### config.mk
export PLATFORM = sky130hd
export DESIGN_NAME = mem_access_ctrl
export DESIGN_NICKNAME = d
export VERILOG_FILES = /design/src/rtl/mem_access_ctrl.sv
export SDC_FILE = /design/constraint.sdc
export NUM_CORES = 1
export LEC_CHECK = 0
export CORE_MARGIN = 2
export CORE_UTILIZATION = 35
export DETAILED_ROUTE_END_ITERATION = 8
export GPL_TIMING_DRIVEN = 0
export PLACE_DENSITY = 0.73
export RECOVER_POWER = 50
export SYNTH_ARGS = -nofsm -noshare
export SYNTH_HDL_FRONTEND = slang
export SYNTH_SLANG_ARGS = --single-unit
export TNS_END_PERCENT = 100
### constraint.sdc
create_clock -name clk -period 2 [get_ports clk]
set_clock_uncertainty 0.15 [all_clocks]
set_input_delay 0.6 -clock clk [delete_from_list [all_inputs] [get_ports clk]]
set_output_delay 0.6 -clock clk [all_outputs]
set_load 0.005 [all_outputs]
### src/rtl/mem_access_ctrl.sv
// Load/store access controller sitting in front of the 4 KB data memory.
// Takes one CPU request at a time, rejects misaligned or out-of-range
// accesses, holds legal accesses at the memory for 1+WAIT_CYCLES cycles,
// captures load data and reports completion with a one-cycle done pulse.
module mem_access_ctrl #(
  parameter int unsigned WAIT_CYCLES = 0
) (
  input  logic        clk,
  input  logic        rst,
  input  logic        req,
  input  logic        we,
  input  logic        byte_en,
  input  logic        sign_ext,
  input  logic [31:0] addr,
  input  logic [31:0] wdata,
  output logic        busy,
  output logic        done,
  output logic        fault,
  output logic [31:0] rdata,
  output logic        mRD,
  output logic        mWR,
  output logic        Byte,
  output logic        SigCtr,
  output logic [11:0] DAddr,
  output logic [31:0] DataIn,
  input  logic [31:0] DataOut
);

  localparam logic [3:0] WaitInit = 4'(WAIT_CYCLES);

  typedef enum logic [1:0] {StIdle, StAccess, StResp} state_e;

  state_e      state_q, state_d;
  logic [3:0]  cnt_q, cnt_d;
  logic        we_q, we_d;
  logic        busy_q, busy_d;
  logic        done_q, done_d;
  logic        fault_q, fault_d;
  logic        mrd_q, mrd_d;
  logic        mwr_q, mwr_d;
  logic        byte_q, byte_d;
  logic        sig_q, sig_d;
  logic [11:0] daddr_q, daddr_d;
  logic [31:0] datain_q, datain_d;
  logic [31:0] rdata_q, rdata_d;

  logic misaligned, out_of_range, req_fault;

  // Legality of the request currently presented on the inputs.
  always_comb begin
    misaligned   = ~byte_en & (addr[1:0] != 2'b00);
    out_of_range = (addr[31:12] != 20'h0);
    req_fault    = misaligned | out_of_range;
  end

  // Next-state and next-output logic; every output is registered, so the
  // values computed here are what the memory and CPU see next cycle.
  always_comb begin
    state_d  = state_q;
    cnt_d    = cnt_q;
    we_d     = we_q;
    busy_d   = 1'b0;
    done_d   = 1'b0;
    fault_d  = 1'b0;
    mrd_d    = 1'b0;
    mwr_d    = 1'b0;
    byte_d   = byte_q;
    sig_d    = sig_q;
    daddr_d  = daddr_q;
    datain_d = datain_q;
    rdata_d  = rdata_q;

    unique case (state_q)
      StIdle: begin
        if (req) begin
          we_d = we;
          if (req_fault) begin
            // Rejected accesses never touch the memory.
            state_d = StResp;
            done_d  = 1'b1;
            fault_d = 1'b1;
          end else begin
            state_d  = StAccess;
            busy_d   = 1'b1;
            mrd_d    = ~we;
            mwr_d    = we;
            byte_d   = byte_en;
            sig_d    = sign_ext;
            daddr_d  = addr[11:0];
            datain_d = wdata;
            cnt_d    = WaitInit;
          end
        end
      end

      StAccess: begin
        if (cnt_q == 4'd0) begin
          state_d = StResp;
          done_d  = 1'b1;
          if (!we_q) begin
            rdata_d = DataOut;
          end
        end else begin
          // Store strobe was only in the first cycle; reads stay asserted.
          cnt_d  = cnt_q - 4'd1;
          busy_d = 1'b1;
          mrd_d  = ~we_q;
        end
      end

      StResp: begin
        state_d = StIdle;
      end

      default: begin
        state_d = StIdle;
      end
    endcase
  end

  // State and output registers with synchronous reset taking priority.
  always_ff @(posedge clk) begin
    if (rst) begin
      state_q  <= StIdle;
      cnt_q    <= 4'd0;
      we_q     <= 1'b0;
      busy_q   <= 1'b0;
      done_q   <= 1'b0;
      fault_q  <= 1'b0;
      mrd_q    <= 1'b0;
      mwr_q    <= 1'b0;
      byte_q   <= 1'b0;
      sig_q    <= 1'b0;
      daddr_q  <= 12'h0;
      datain_q <= 32'h0;
      rdata_q  <= 32'h0;
    end else begin
      state_q  <= state_d;
      cnt_q    <= cnt_d;
      we_q     <= we_d;
      busy_q   <= busy_d;
      done_q   <= done_d;
      fault_q  <= fault_d;
      mrd_q    <= mrd_d;
      mwr_q    <= mwr_d;
      byte_q   <= byte_d;
      sig_q    <= sig_d;
      daddr_q  <= daddr_d;
      datain_q <= datain_d;
      rdata_q  <= rdata_d;
    end
  end

  assign busy   = busy_q;
  assign done   = done_q;
  assign fault  = fault_q;
  assign rdata  = rdata_q;
  assign mRD    = mrd_q;
  assign mWR    = mwr_q;
  assign Byte   = byte_q;
  assign SigCtr = sig_q;
  assign DAddr  = daddr_q;
  assign DataIn = datain_q;

endmodule

# --- Word-level counts from Yosys, hierarchy flattened ---
# Index checks and enable logic that the tools add are counted.
totals:
  out_inout_bits: 83
  input_bits: 102
  ff_bits: 90
  latchBits: 0
  wordCells: 59
  memories: 0
  rom_bits: 0
  ramBits: 0
op_classes:
  add_sub_neg: 1
  n_eq_ne: 5
  mux: 20
  reduce_logical: 12
  div_mod_pow: 0
  n_bitwise: 8
  n_lt_le_gt_ge: 0
  mul: 0
  shifts: 0
ops:
  columns: ["op", "n"]
  rows:
  - ["20-bit nonzero test", 1]
  - ["4-bit 2-to-1 mux", 3]
  - ["1-bit 2-to-1 mux", 9]
  - ["2-bit inequality test (second input constant)", 4]
  - ["4-bit case mux with 2 select lines", 1]
  - ["2-bit 2-to-1 mux", 3]
  - ["1-bit NOT", 6]
  - ["1-bit case mux with 2 select lines", 3]
  - ["3-bit AND reduction", 2]
  - ["4-bit zero test", 1]
  - ["2-bit case mux with 2 select lines", 1]
  - ["2-bit AND reduction", 2]
  - ["4-bit AND reduction", 1]
  - ["2-bit nonzero test", 2]
  - ["4-bit OR reduction", 1]
  - ["4-bit by 1-bit subtractor with 4-bit output (second input constant)", 1]
  - ["2-bit by 1-bit == test with 1-bit output (second input constant)", 1]
  - ["2-bit zero test", 1]
  - ["2-bit OR reduction", 1]
  - ["1-bit AND", 1]
  - ["1-bit OR", 1]

# --- Logic depth before layout (Yosys ltp) ---
# Gate-level depths: netlist of run 1.
depth:
  ltp_word: 6
  mapped_depth: 9
  mapped_depth_nobuf: 6

# --- Worst setup path after synthesis of run 1 ---
# No wires, ideal clock.
synth_path:
  kind: "register to register"
  startpoint: "register cnt_q[0]"
  endpoint: "register rdata_q[23] (netlist: rdata[23])"
  t_arrival_ps: 1720
  n_path_buf: 3
  period_less_slack_ps: 2002
  setup_time_ps: 132
  path_stages_with_launch: 10
  slack_ps: -2
  path_cell_list: "dfxtp_1 -> inv_1 -> ha_1 -> or3b_1 -> buf_2 -> or3_1 -> buf_2 -> buf_6 -> nand2_1 -> a21oi_1"
synth_between:
  elab_chain_len: 2
synth_lines:
  columns: ["item", "line_no", "rtl"]
  rows:
  - ["start, declared", "34", "logic [3:0] cnt_q, cnt_d;"]
  - ["start signal, assigned", "139", "cnt_q <= cnt_d;"]
  - ["4-bit zero test", "97", "if (cnt_q == 4'd0) begin"]
  - ["3-bit AND reduction (no source line)", null, null]
  - ["end signal, assigned", "150", "rdata_q <= rdata_d;"]
  - ["end, declared", "45", "logic [31:0] rdata_q, rdata_d;"]
# Every way passes these cells.
# A chain may end at the register's enable or synchronous reset.

# --- Final worst setup path of run 1 ---
layout_path:
  startpoint: "register cnt_q[1]"
  endpoint: "register rdata_q[9] (netlist: rdata[9])"
# Same word-level chain as after synthesis.

==> results of run 1 <==
## worst max-delay path by stage
stage	to	cells after the start	startpoint	slack [ns]
2_1_floorplan	DAddr[2]	6	addr[25]	0.0001
3_3_place_gp	DAddr[2]	7	req	-0.95
3_5_place_dp	DataIn[31]	7	req	-0.94
4_1_cts	rdata[0]	9	cnt_q[1]	-0.006
5_1_grt	rdata[16]	8	cnt_q[1]	-0.08
6_report	rdata[9]	8	cnt_q[1]	-0.03
## cell families after synthesis
family          after synthesis
mux                           1
fa+ha+maj                     1
flops                        90
simple gates                141
buf+inv                      46
compound gates              140
## worst register-to-register path: stages, from the launching register on
cell     delay, ns
dfxtp_2       0.33
inv_2         0.07
ha_4          0.13
or3b_1        0.35
buf_6         0.14
or3_4         0.42
buf_6         0.18
nand2_2       0.08
a21oi_2       0.05
## cell type report
class	instances	area share, %
Clock inverter	6	0.993
Timing Repair Buffer	213	32.5
Buffer	40	5.97
Clock buffer	10	2.06
Inverter	3	0.169
Sequential cell	90	27.5
Multi-Input combinational cell	283	28.3
Tap cell	133	2.49
## registers in the layout, indices dropped and copies added, names as in the netlist
register	flops
DataIn	32
rdata	32
fault	1
DAddr	12
SigCtr	1
Byte	1
busy	1
cnt_q	4
mRD	1
state_q	2
we_q	1
done	1
mWR	1
## Yosys cell counts (2+ instances only)
master	number
or3_1	4
nor3b_1	2
buf_1	3
o21bai_1	2
o21ai_1	2
nand3_1	2
nand2_1	67
inv_1	3
nor2_1	4
buf_2	10
nor4_1	5
buf_6	3
o21ai_0	48
a21oi_1	82
clkbuf_1	27
dfxtp_1	90
nand4_1	46
nand3b_1	3
## routing by layer
layer	up-vias	wire length, um	GRT usage, %
met1	1967	5620	26.0
met4	0	177	6.56
met3	18	1200	7.49
met5	-	0	0
met2	184	6720	39.8
li1	1950	-	-
## power by group through the flow
stage	clock, mW	sequential (mW)	combinational [mW]
detailed placement	0	1.84	0.285
finish	1.27	1.80	0.321
global route	1.36	1.80	0.339
global placement	0	1.84	0.283
floorplan	0	1.84	0.0551
CTS	1.28	1.80	0.300
## timing repair
item,CTS,global route
gates cloned,6,6
pin swaps,17,51
setup endpoints to repair,89,106
setup buffers,13,5
resized for setup,155,165
==> results by group, run 1 <==
Worst setup path
  – Max stage delay cell, worst path: or3_4
  – Crit start category: flop
  – Most frequent CP cell: buf_6
  – Crit path cell chain: inv_2 > ha_4 > or3b_1 > buf_6 > or3_4 > buf_6 > nand2_2 > a21oi_2
  – Crit path DAT: 2.09 ns
  – Buf/Inv on CP: 3
  – Largest stage delay, worst path: 0.42 ns
  – CP required: 2.06 ns
  – CP Class: flop to flop
  – Worst R2R Start: cnt_q[1]
  – R2R setup slack: -0.03 ns
  – CP Capture Type: flop
  – R2R depth: 8
  – Worst reg2reg endpoint: rdata[9]
  – Delay-heaviest family, CP: simple AND/OR/NAND/NOR gates
  – Crit-path max FO: 7

Synth
  – Combinational family with the most area after synthesis: compound AO/OA/AOI/OAI gates
  – Post-synth EDFFs: 0
  – Seq cells post-synth: 90
  – Avg Inst Size Synth: 8.29 um2
  – Ys Warns: 0
  – Yosys cell types: 34
  – Synth async-reset ratio: 0%
  – Post-synthesis mux area share: 0.288%
  – Post-synthesis cell count: 419
  – Compound-Gate Fraction of Synth Area: 20.9%
  – Primary FF master, synth: dfxtp_1
  – Seq/Total Area, Yosys: 51.9%
  – Yosys top cell by area: dfxtp_1
  – Synth top area share: 51.9%
  – Adder-cell share of the synthesized area: 0.360%
  – Mapped cell area: 3470 um2
  – Syn nets: 522
  – XOR/XNOR share of the synthesized area: 0%
  – Simple-gate portion of the synthesized area: 20.6%
  – Synth top area cells: dfxtp_1, a21oi_1, nand4_1

Placement
  – PortBufs: 183
  – Detail Placement HPWL: 8680 um
  – Worst slack at placement: -0.944 ns
  – GPL Wtd Cong: 0.819
  – Post-Place Cell Area: 5490 um2
  – Placed insts: 735

Power and ir drop
  – Power density over cell area: 507 nW/um2
  – Part of the power in the clock network: 37.5%
  – Tot Pwr: 3.39 mW
  – Lkg Pwr: 2.36 nW
  – Worst vdd ir: 310 uV
  – Combinational share of power: 9.5%
  – Sequential share of power: 53.0%
  – P_sw: 784 uW
  – Sw frac: 23.1%
  – P_int: 2.61 mW

Timing
  – Count of final max-slew check failures: 0
  – Hold Slack: 0.309 ns
  – Setup WS post-layout: -0.0274 ns
  – Final period utilization: 101%
  – Least-Margin Pin Slew: 0.667 ns
  – F_max: 493 MHz
  – Hold Violations, Final: 0
  – Setup TNS: -0.286 ns
  – Endpoints failing setup: 22
  – Unrepaired setup endpoints after global routing: true
  – Relative slew slack: 55.5%
  – Final min period: 2.03 ns

Clocking
  – Clock Tree Buf Depth: 2
  – Skew-Pair Late Insertion Delay: 0.35 ns
  – CTS Sinks: 90
  – CTS root buffer: clkbuf_8
  – CTS tree: built
  – TritonCTS Buffers: 9
  – Clock Pin Slew Worst Setup and Hold Paths: 0.08 ns
  – CTS Hold Bufs: 0
  – CTS H-tree depth: 3

Outcome
  – Failing checks: negative setup slack
  – Status: finished, violations left

Cells and area
  – Multi-input gate area: 1890 um2
  – Area Overhead vs Synth: 92.4%
  – NumNets Final: 743
  – Final instance area: 6680 um2
  – Post-route insts no fill: 778
  – Final Util: 69.0%
  – Share of layout cells above drive strength 1: 29.6%
  – Most frequent cells in the layout: clkdlybuf4s50_1, dfxtp_1, a21oi_1, nand4_1, nand2_1
  – Total area of sequential cells: 1840 um2
  – Most common cell after layout, fill and taps aside: clkdlybuf4s50_1
  – Fillers: 750
  – Antenna Cells: 0

Detailed routing
  – Via/cell ratio: 5.29
  – Initial DRT Pass Iterations: 5
  – Iteration-0 DRC Markers: 166
  – Via Count: 4,119
  – DRC viols: 0
  – Antenna Violating Nets Remaining: 0
  – Final WL: 13,700 um
  – Wire per inst: 17.6 um

Hold path
  – Worst Hold Class: flop to flop
  – Hold Crit Start: rdata[1]
  – Worst Hold Depth: 2
  – Hold Crit Endpoint: rdata[1]

Global routing
  – Global route overflow: 0
  – Largest net degree at the start of global routing: 16
  – Global-route wire length before repair: 19,900 um
  – GRT Resource Usage Total: 22.6%
  – Vias in the first global route: 4,039
  – Initial antenna violation count: 0

Die
  – Initial Utilization: 35.9%
  – Ports: 185
  – Die area: 10,700 um2
  – Chip Width: 104 um
  – Core area: 9680 um2
  – Chip height: 104 um
  – Rows: 36

Job
  – Max cap viols: 0
Note: power is estimated with default switching activity, not from simulation.
==> inputs of run 2 (changes only) <==
Settings changed: CORE_UTILIZATION 35 to 39, PLACE_DENSITY 0.73 to 0.77.
Clock period 2 ns to 2.27 ns, I/O delays scaled along.
==> results by group, run 2 (synthesized netlist as in run 1, its figures left out) <==
Outcome
  – Status: complete, no violations

Global routing
  – Vias in the first global route: 3,865
  – Global route overflow: 0
  – GRT Resource Usage Total: 22.8%
  – Largest net degree at the start of global routing: 16
  – Initial antenna violation count: 0
  – Global-route wire length before repair: 18,100 um

Timing
  – Final period utilization: 99.2%
  – Final min period: 2.25 ns
  – Least-Margin Pin Slew: 0.565 ns
  – Endpoints failing setup: 0
  – Count of final max-slew check failures: 0
  – Hold Violations, Final: 0
  – Setup TNS: 0 ns
  – Relative slew slack: 62.3%
  – F_max: 444 MHz
  – Unrepaired setup endpoints after global routing: true

Clocking
  – CTS tree: built
  – CTS H-tree depth: 3
  – Clock Pin Slew Worst Setup and Hold Paths: 0.09 ns
  – Skew-Pair Late Insertion Delay: 0.35 ns
  – Clock Tree Buf Depth: 2
  – TritonCTS Buffers: 9
  – CTS Sinks: 90
  – CTS root buffer: clkbuf_8

Cells and area
  – Most frequent cells in the layout: clkdlybuf4s50_1, dfxtp_1, a21oi_1, nand2_1, nand4_1
  – Antenna Cells: 0
  – Post-route insts no fill: 729
  – Area Overhead vs Synth: 68.7%
  – Total area of sequential cells: 1800 um2
  – Multi-input gate area: 1600 um2
  – NumNets Final: 719
  – Most common cell after layout, fill and taps aside: clkdlybuf4s50_1
  – Share of layout cells above drive strength 1: 9.98%
  – Fillers: 729

Detailed routing
  – DRC viols: 0
  – Iteration-0 DRC Markers: 146
  – Via Count: 3,869
  – Antenna Violating Nets Remaining: 0
  – Wire per inst: 15.8 um
  – Final WL: 11,500 um
  – Via/cell ratio: 5.31
  – Initial DRT Pass Iterations: 4

Hold path
  – Worst Hold Class: flop to flop
  – Worst Hold Depth: 2

Die
  – Chip Width: 98.4 um
  – Die area: 9680 um2
  – Core area: 8680 um2
  – Rows: 34
  – Chip height: 98.4 um
  – Initial Utilization: 40.0%
  – Ports: 185

Worst setup path
  – Crit path from: addr[21]
  – CP Class: primary input to flop
  – Crit start category: primary input
  – Crit path DAT: 2.34 ns
  – Worst reg2reg endpoint: rdata[8]
  – Crit path capture: DataIn[23]
  – CP Capture Type: flop
  – Worst R2R Start: cnt_q[0]
  – Crit-path max FO: 10
  – CP required: 2.35 ns
  – R2R setup slack: 0.10 ns
  – R2R depth: 9

Power and ir drop
  – Lkg Pwr: 1.93 nW
  – Worst vdd ir: 276 uV
  – Power density over cell area: 491 nW/um2

Placement
  – Placed insts: 710
  – GPL Wtd Cong: 0.877
  – Detail Placement HPWL: 8300 um
  – PortBufs: 183

Job
  – Max cap viols: 0
[run 2: what timing repair did]
action,in CTS,in global routing
setup buffers,1,3
setup endpoints to repair,56,61
hold buffers,0,0
pin swaps,2,5
gates resized for setup,30,63
gates cloned,0,0
[run 2: metrics by stage]
stage	power, mW	util (%)	setup slack, ns	cell area [um2]	hold slack (ns)
global route	2.98	67.5	-0.0507	5860	0.336
global placement	1.87	62.7	-0.770	5440	0.291
finish	2.88	67.5	0.0180	5860	0.306
detailed placement	1.87	62.7	-0.799	5440	0.296
CTS	2.88	66.2	0.00408	5750	0.308
floorplan	1.67	-	0.189	3470	0.303
[run 2: layout make-up]
cell class                      instances  share of cell area, %
Timing Repair Buffer                  187                   31.9
Tap cell                              108                   2.31
Multi-Input combinational cell        283                   27.3
Sequential cell                        90                   30.8
Buffer                                 42                   4.48
Clock buffer                           11                   2.41
Inverter                                3                  0.192
Clock inverter                          5                  0.662
[run 2: worst min path at each step]
stage | startpoint | to | slack [ns]
global placement | rdata[1] | rdata[1] | 0.29
floorplan | rdata[0] | rdata[0] | 0.30
CTS | rdata[31] | rdata[31] | 0.31
finish | rdata[30] | rdata[30] | 0.31
detailed placement | rdata[31] | rdata[31] | 0.30
global route | rdata[21] | rdata[21] | 0.34
[run 2: metal layers]
layer  vias up  GRT usage (%)  wire length (um)
met5         -              0                 0
met2       183           39.7              5500
li1       1888              -                 -
met4         0           6.95               194
met3        18           7.59              1160
met1      1780           26.7              4660
[run 2: critical path, cell delays in order]
cell             delay [ns]
clkdlybuf4s50_1        0.45
nor4_4                 0.34
o2111ai_2              0.18
buf_4                  0.18
clkbuf_2               0.17
o21ai_0                0.23
a21oi_1                0.10
[run 2: power by group]
part           total, mW  internal, mW  switching [mW]
sequential          1.59          1.58         0.00445
combinational      0.272         0.174          0.0980
clock               1.02         0.432           0.588
==> variant 1: new RTL, flow settings as in run 1 <==
Reset style: asynchronous (`rst`), changed in one clocked block. Comments in the files are not updated.
--- a/src/rtl/mem_access_ctrl.sv
+++ b/src/rtl/mem_access_ctrl.sv
@@ -121,3 +121,3 @@
   // State and output registers with synchronous reset taking priority.
-  always_ff @(posedge clk) begin
+  always_ff @(posedge clk or posedge rst) begin
     if (rst) begin
Formal check against the unedited RTL: differs if rst is asserted again (counterexample within 4 cycles, from zero or initial values and one cycle with rst high); with rst held inactive, the same outputs for 10 cycles.
==> variant 1 against run 1 <==
The run still ends with negative setup slack left. Synthesized area is 1.5% higher. Critical path depth is 1 lower. Synthesized cell count is 45% lower. Final area decreased by 8.1%. Maximum frequency is 1.2% higher. Routed wire length down 32%. Worst setup slack better by 0.025 ns. Combinational power increased by 83%. Sequential cell count did not move. Non-clock buffer count decreased by 42. Register-to-register slack improved by 0.11 ns. Final cell count decreased by 25%. Total power up 15%. Highest routed layer unchanged.
==> variant 1: results (changes against run 1) <==
stage	metric	value	unit	change
status	status	finished, violations left		
status	failing checks	negative setup slack		
cts	H-tree levels	3		unchanged
sta	Final TNS setup	-0.00463	ns	+0.282 ns
cts	Worst-Skew Late Latency	0.34	ns	
drt	drt pass-1 iters	4		-1
logic_synthesis	mux contribution to synthesized area	24.9	%	+25 points
sta	Max-slew headroom	54.7	%	-0.88 points
placement	Cell Area, Placed	5610	um^2	+2.2%
power	VDD IR-drop max	0.422	mV	+36%
cts	total CTS buffers	9		unchanged
logic_synthesis	Post-Syn Nets	333		-36%
placement	Placer Congestion	0.767		-6.4%
setup_path	CP peak stage delay	0.30	ns	-0.12 ns
logic_synthesis	top post-synthesis cells by count	dfrtp_1 (90), mux2_2 (60), mux2_1 (18)		
drt	Initial DRC Count	90		-46%
power	NetSw	0.927	mW	+18%
logic_synthesis	adder-cell area share of the yosys netlist	0.709	%	+0.35 points
logic_synthesis	most common flop cell mapped by yosys	dfrtp_1		
global_routing	first-pass GRT wire length	14800	um	-26%
logic_synthesis	top cells by area, synth	dfrtp_1 (64%), mux2_2 (19%), mux2_1 (5.7%), nand2_1 (1.2%), nor4_2 (1.1%)		
floorplanning	Die Wd	104	um	+0.74%
drt	via count	2695		-35%
placement	Final HPWL DP	6640	um	-24%
sta	final setup margin	-0.00287	ns	+0.0246 ns
logic_synthesis	Compound-Gate Fraction of Synth Area	2.48	%	-18 points
logic_synthesis	Post-synth ARST share	100	%	+100 points
drt	post-DR wirelength/cell	16.1	um	-8.5%
finish	ant diodes	0		unchanged
cts	Clock Path Buffers	2		unchanged
setup_path	CP Max Fanout	8		+1
global_routing	vias in the first global route	2948		-27%
logic_synthesis	Yosys cell types	27		-21%
finish	fin nets	547		-26%
finish	share of cells above drive strength 1	32.4	%	+2.8 points
global_routing	largest net degree at the start of global routing	43		+27
cts	Reg clk slew, reported paths	0.09	ns	
placement	Port Buffers	184		+0.55%
finish	Fillers	763		+1.7%
global_routing	initial antenna violation count	0		unchanged
global_routing	gr usage total	17.0	%	-5.6 points
cts	Root Buffer Master	clkbuf_8		
setup_path	Crit path arrival time	2.07	ns	-0.02 ns
sta	Final setup viols	3		-86%
logic_synthesis	sequential area share after synthesis	63.9	%	+12 points
worst_hold_path	HP Class	reg -> reg		
power	Leak	3.10	nW	+31%
setup_path	CP max stage cell	mux2_4		
logic_synthesis	post-synthesis xor/xnor area fraction	0	%	unchanged
[variant 1: changes by cell type in the layout (fill, tap and decap cells not counted), moves of 28 or more]
cell	delta
nand4_1	-46
dfxtp_2	-28
clkdlybuf4s50_1	-33
o21ai_1	-31
nand2_1	-30
dfxtp_1	-62
mux2_2	+54
a21oi_1	-54
dfrtp_1	+90
[variant 1: stage by stage]
step | setup WS, ns | utilization, % | std cells | hold slack [ns] | total power, mW
floorplan | -0.134 | - | 229 | 0.301 | 2.22
global placement | -0.809 | 57.0 | 546 | 0.317 | 2.57
detailed placement | -0.829 | 57.4 | 548 | 0.324 | 2.60
CTS | -0.0335 | 61.0 | 575 | 0.347 | 3.94
global route | -0.0324 | 62.9 | 581 | 0.373 | 4.12
finish | -0.00287 | 62.9 | 581 | 0.337 | 3.92
[variant 1: power by group through the flow]
stage / Sequential [mW] / Combinational, mW / Clock [mW]
finish: 2.00 / 0.588 / 1.32
global route: 2.02 / 0.646 / 1.46
CTS: 2.00 / 0.570 / 1.37
detailed placement: 2.03 / 0.575 / 0
global placement: 2.02 / 0.546 / 0
floorplan: 2.02 / 0.202 / 0
[variant 1: final timing paths]
check / startpoint / end / slack [ns] / cells past startpoint
setup / recovery: addr[26] / DataIn[12] / -0.003 / 7
setup reg to reg: cnt_q[0] / cnt_q[2] / 0.08 / 6
min in group asynchronous: rst / rdata[4] / 0.62 / 2
hold reg to reg: DAddr[7] / DAddr[7] / 0.34 / 1
max in group asynchronous: rst / we_q / 0.32 / 3
hold / removal: DAddr[7] / DAddr[7] / 0.34 / 1
[variant 1: per-layer routing]
layer,global-route usage (%),up-vias,share of wire (%)
met5,0,-,0
met4,6.56,0,1.7
met3,5.51,17,7.0
met2,28.4,114,51
met1,20.3,1327,41
li1,-,1237,-
[variant 1: repair_timing]
action,4_1_cts,5_1_grt
setup buffers,10,7
cloned,1,1
hold buffers,0,0
setup endpoints to repair,81,126
pin swaps,9,8
gates resized for setup,82,82
[variant 1: cell type report]
cell class | instances | area (um^2) | area share [%]
Sequential cell | 90 | 2250 | 36.7
Timing Repair Buffer | 204 | 2070 | 33.8
Multi-Input combinational cell | 126 | 1350 | 21.9
Tap cell | 133 | 166 | 2.71
Clock buffer | 12 | 135 | 2.20
Clock inverter | 4 | 76.3 | 1.24
Buffer | 7 | 73.8 | 1.20
Inverter | 5 | 20.0 | 0.326
[variant 1: worst max-delay path, delay by kind of cell]
kind,cells,cell delay (ns)
AOI/OAI and AO/OA,1,0.20
buffers and inverters,3,0.45
muxes,1,0.30
and+or+nand+nor,2,0.51
==> variant 2: new RTL, settings of run 1 <==
Without the edit above. Register the input `DataOut` before use, with the module's reset. The logic sees it one clock later. The other inputs are not delayed to match.
--- a/src/rtl/mem_access_ctrl.sv
+++ b/src/rtl/mem_access_ctrl.sv
@@ -31,2 +31,12 @@
   typedef enum logic [1:0] {StIdle, StAccess, StResp} state_e;
+
+  logic [31:0] DataOut_q;
+
+  always_ff @(posedge clk) begin
+    if (rst) begin
+      DataOut_q <= '0;
+    end else begin
+      DataOut_q <= DataOut;
+    end
+  end
 
@@ -100,3 +110,3 @@
           if (!we_q) begin
-            rdata_d = DataOut;
+            rdata_d = DataOut_q;
           end
Formal check against the unedited RTL: not equivalent (a bounded check fails within 4 cycles, from zero or initial values and one cycle with rst high).
==> variant 2 against run 1 <==
The flow still finishes with violations (negative setup slack). Largest cell class is now registers. Critical path type unchanged. Core utilization is 7.2 points lower. Routed wire length is 4.7% higher. Sequential cell count is 32 higher. Combinational power is 8.4% higher. Synthesized area is 25% higher. Final area is 12% higher. Total power is 80% higher. Worst setup slack better by 0.019 ns. Global-route usage is 1.8 points lower. Sequential power is 38% higher.
==> variant 2: results (changes against run 1) <==
stage	metric	value	unit	change
global_routing	largest net degree at the start of global routing	17		+1
setup_path	cells on worst reg2reg path	7		-1
drt	post-DR wirelength/cell	16.2	um	-8.0%
global_routing	vias in the first global route	4442		+10%
setup_path	CP peak stage delay	0.46	ns	+0.04 ns
placement	# placed instances	838		+14%
logic_synthesis	sequential area share after synthesis	56.3	%	+4.4 points
setup_path	r2r endpoint	rdata[25]		
status	failing checks	negative setup slack		
placement	Placer Congestion	0.767		-6.4%
logic_synthesis	Compound-Gate Fraction of Synth Area	16.2	%	-4.7 points
cts	Post-CTS Setup Inserts	10		-3
placement	pre-CTS setup slack	-0.906	ns	+0.0379 ns
placement	Cell Area, Placed	6390	um^2	+17%
sta	final setup margin	-0.00816	ns	+0.0193 ns
worst_hold_path	min-delay src	DataOut_q[28]		
setup_path	critical path startpoint	cnt_q[0]		
power	VDD IR-drop max	0.454	mV	+46%
logic_synthesis	mux contribution to synthesized area	0.231	%	-0.058 points
global_routing	gr usage total	20.8	%	-1.8 points
drt	WL met2	7110	um	+5.8%
cts	Resized cells post-CTS	170		+9.7%
drt	vias per cell	4.99		-5.8%
logic_synthesis	gate count after technology mapping	486		+16%
sta	Final setup viols	1		-95%
drt	routed wl met3	1450	um	+21%
finish	Post-Layout Cell Count	885		+14%
logic_synthesis	top post-synthesis cells by count	dfxtp_1 (122), a21oi_1 (80), nand2_1 (68)		
placement	Final HPWL DP	9870	um	+14%
global_routing	first-pass GRT wire length	21300	um	+7.0%
worst_hold_path	Hold EP	rdata[28]		
cts	Reg clk slew, reported paths	0.05	ns	-0.03 ns
setup_path	Crit path arrival time	2.13	ns	+0.04 ns
drt	Initial DRC Count	273		+64%
placement	Port Buffers	184		+0.55%
status	status	finished, violations left		
power	Sequential Power	2.48	mW	+38%
power	register share of total power	40.7	%	-12 points
finish	share of cells above drive strength 1	18.6	%	-11 points
cts	Root Buffer Master	clkbuf_16		
cts	H-tree levels	4		+1
global_routing	initial antenna violation count	3		+3
sta	Final TNS setup	-0.00816	ns	+0.278 ns
[variant 2: kinds of logic (layout without fill, tap and decap cells)]
| family | count (synthesis) | in the layout |
|---|---|---|
| fa+ha+maj | 1 | 1 |
| mux | 1 | 1 |
| flops | 122 | 122 |
| buf+inv | 49 | 277 |
| compound gates | 136 | 136 |
| simple gates | 177 | 177 |
| other cells | 0 | 3 |
[variant 2: per-layer routing]
| layer | GRT usage [%] | up-vias |
|---|---|---|
| li1 | - | 2138 |
| met1 | 21.9 | 2064 |
| met2 | 35.4 | 194 |
| met3 | 9.70 | 18 |
| met4 | 9.08 | 0 |
| met5 | 0 | - |
[variant 2: cell type report]
class	instances	area, um^2	area share, %
diodes	3	7.51	0.101
clock inverters	11	166	2.23
repair buffers	198	1870	25.1
flip-flops and latches	122	2450	32.8
well taps	168	210	2.82
plain buffers	43	327	4.38
clock buffers	21	470	6.31
multi-input cells	315	1940	26.0
inverters	4	17.5	0.235
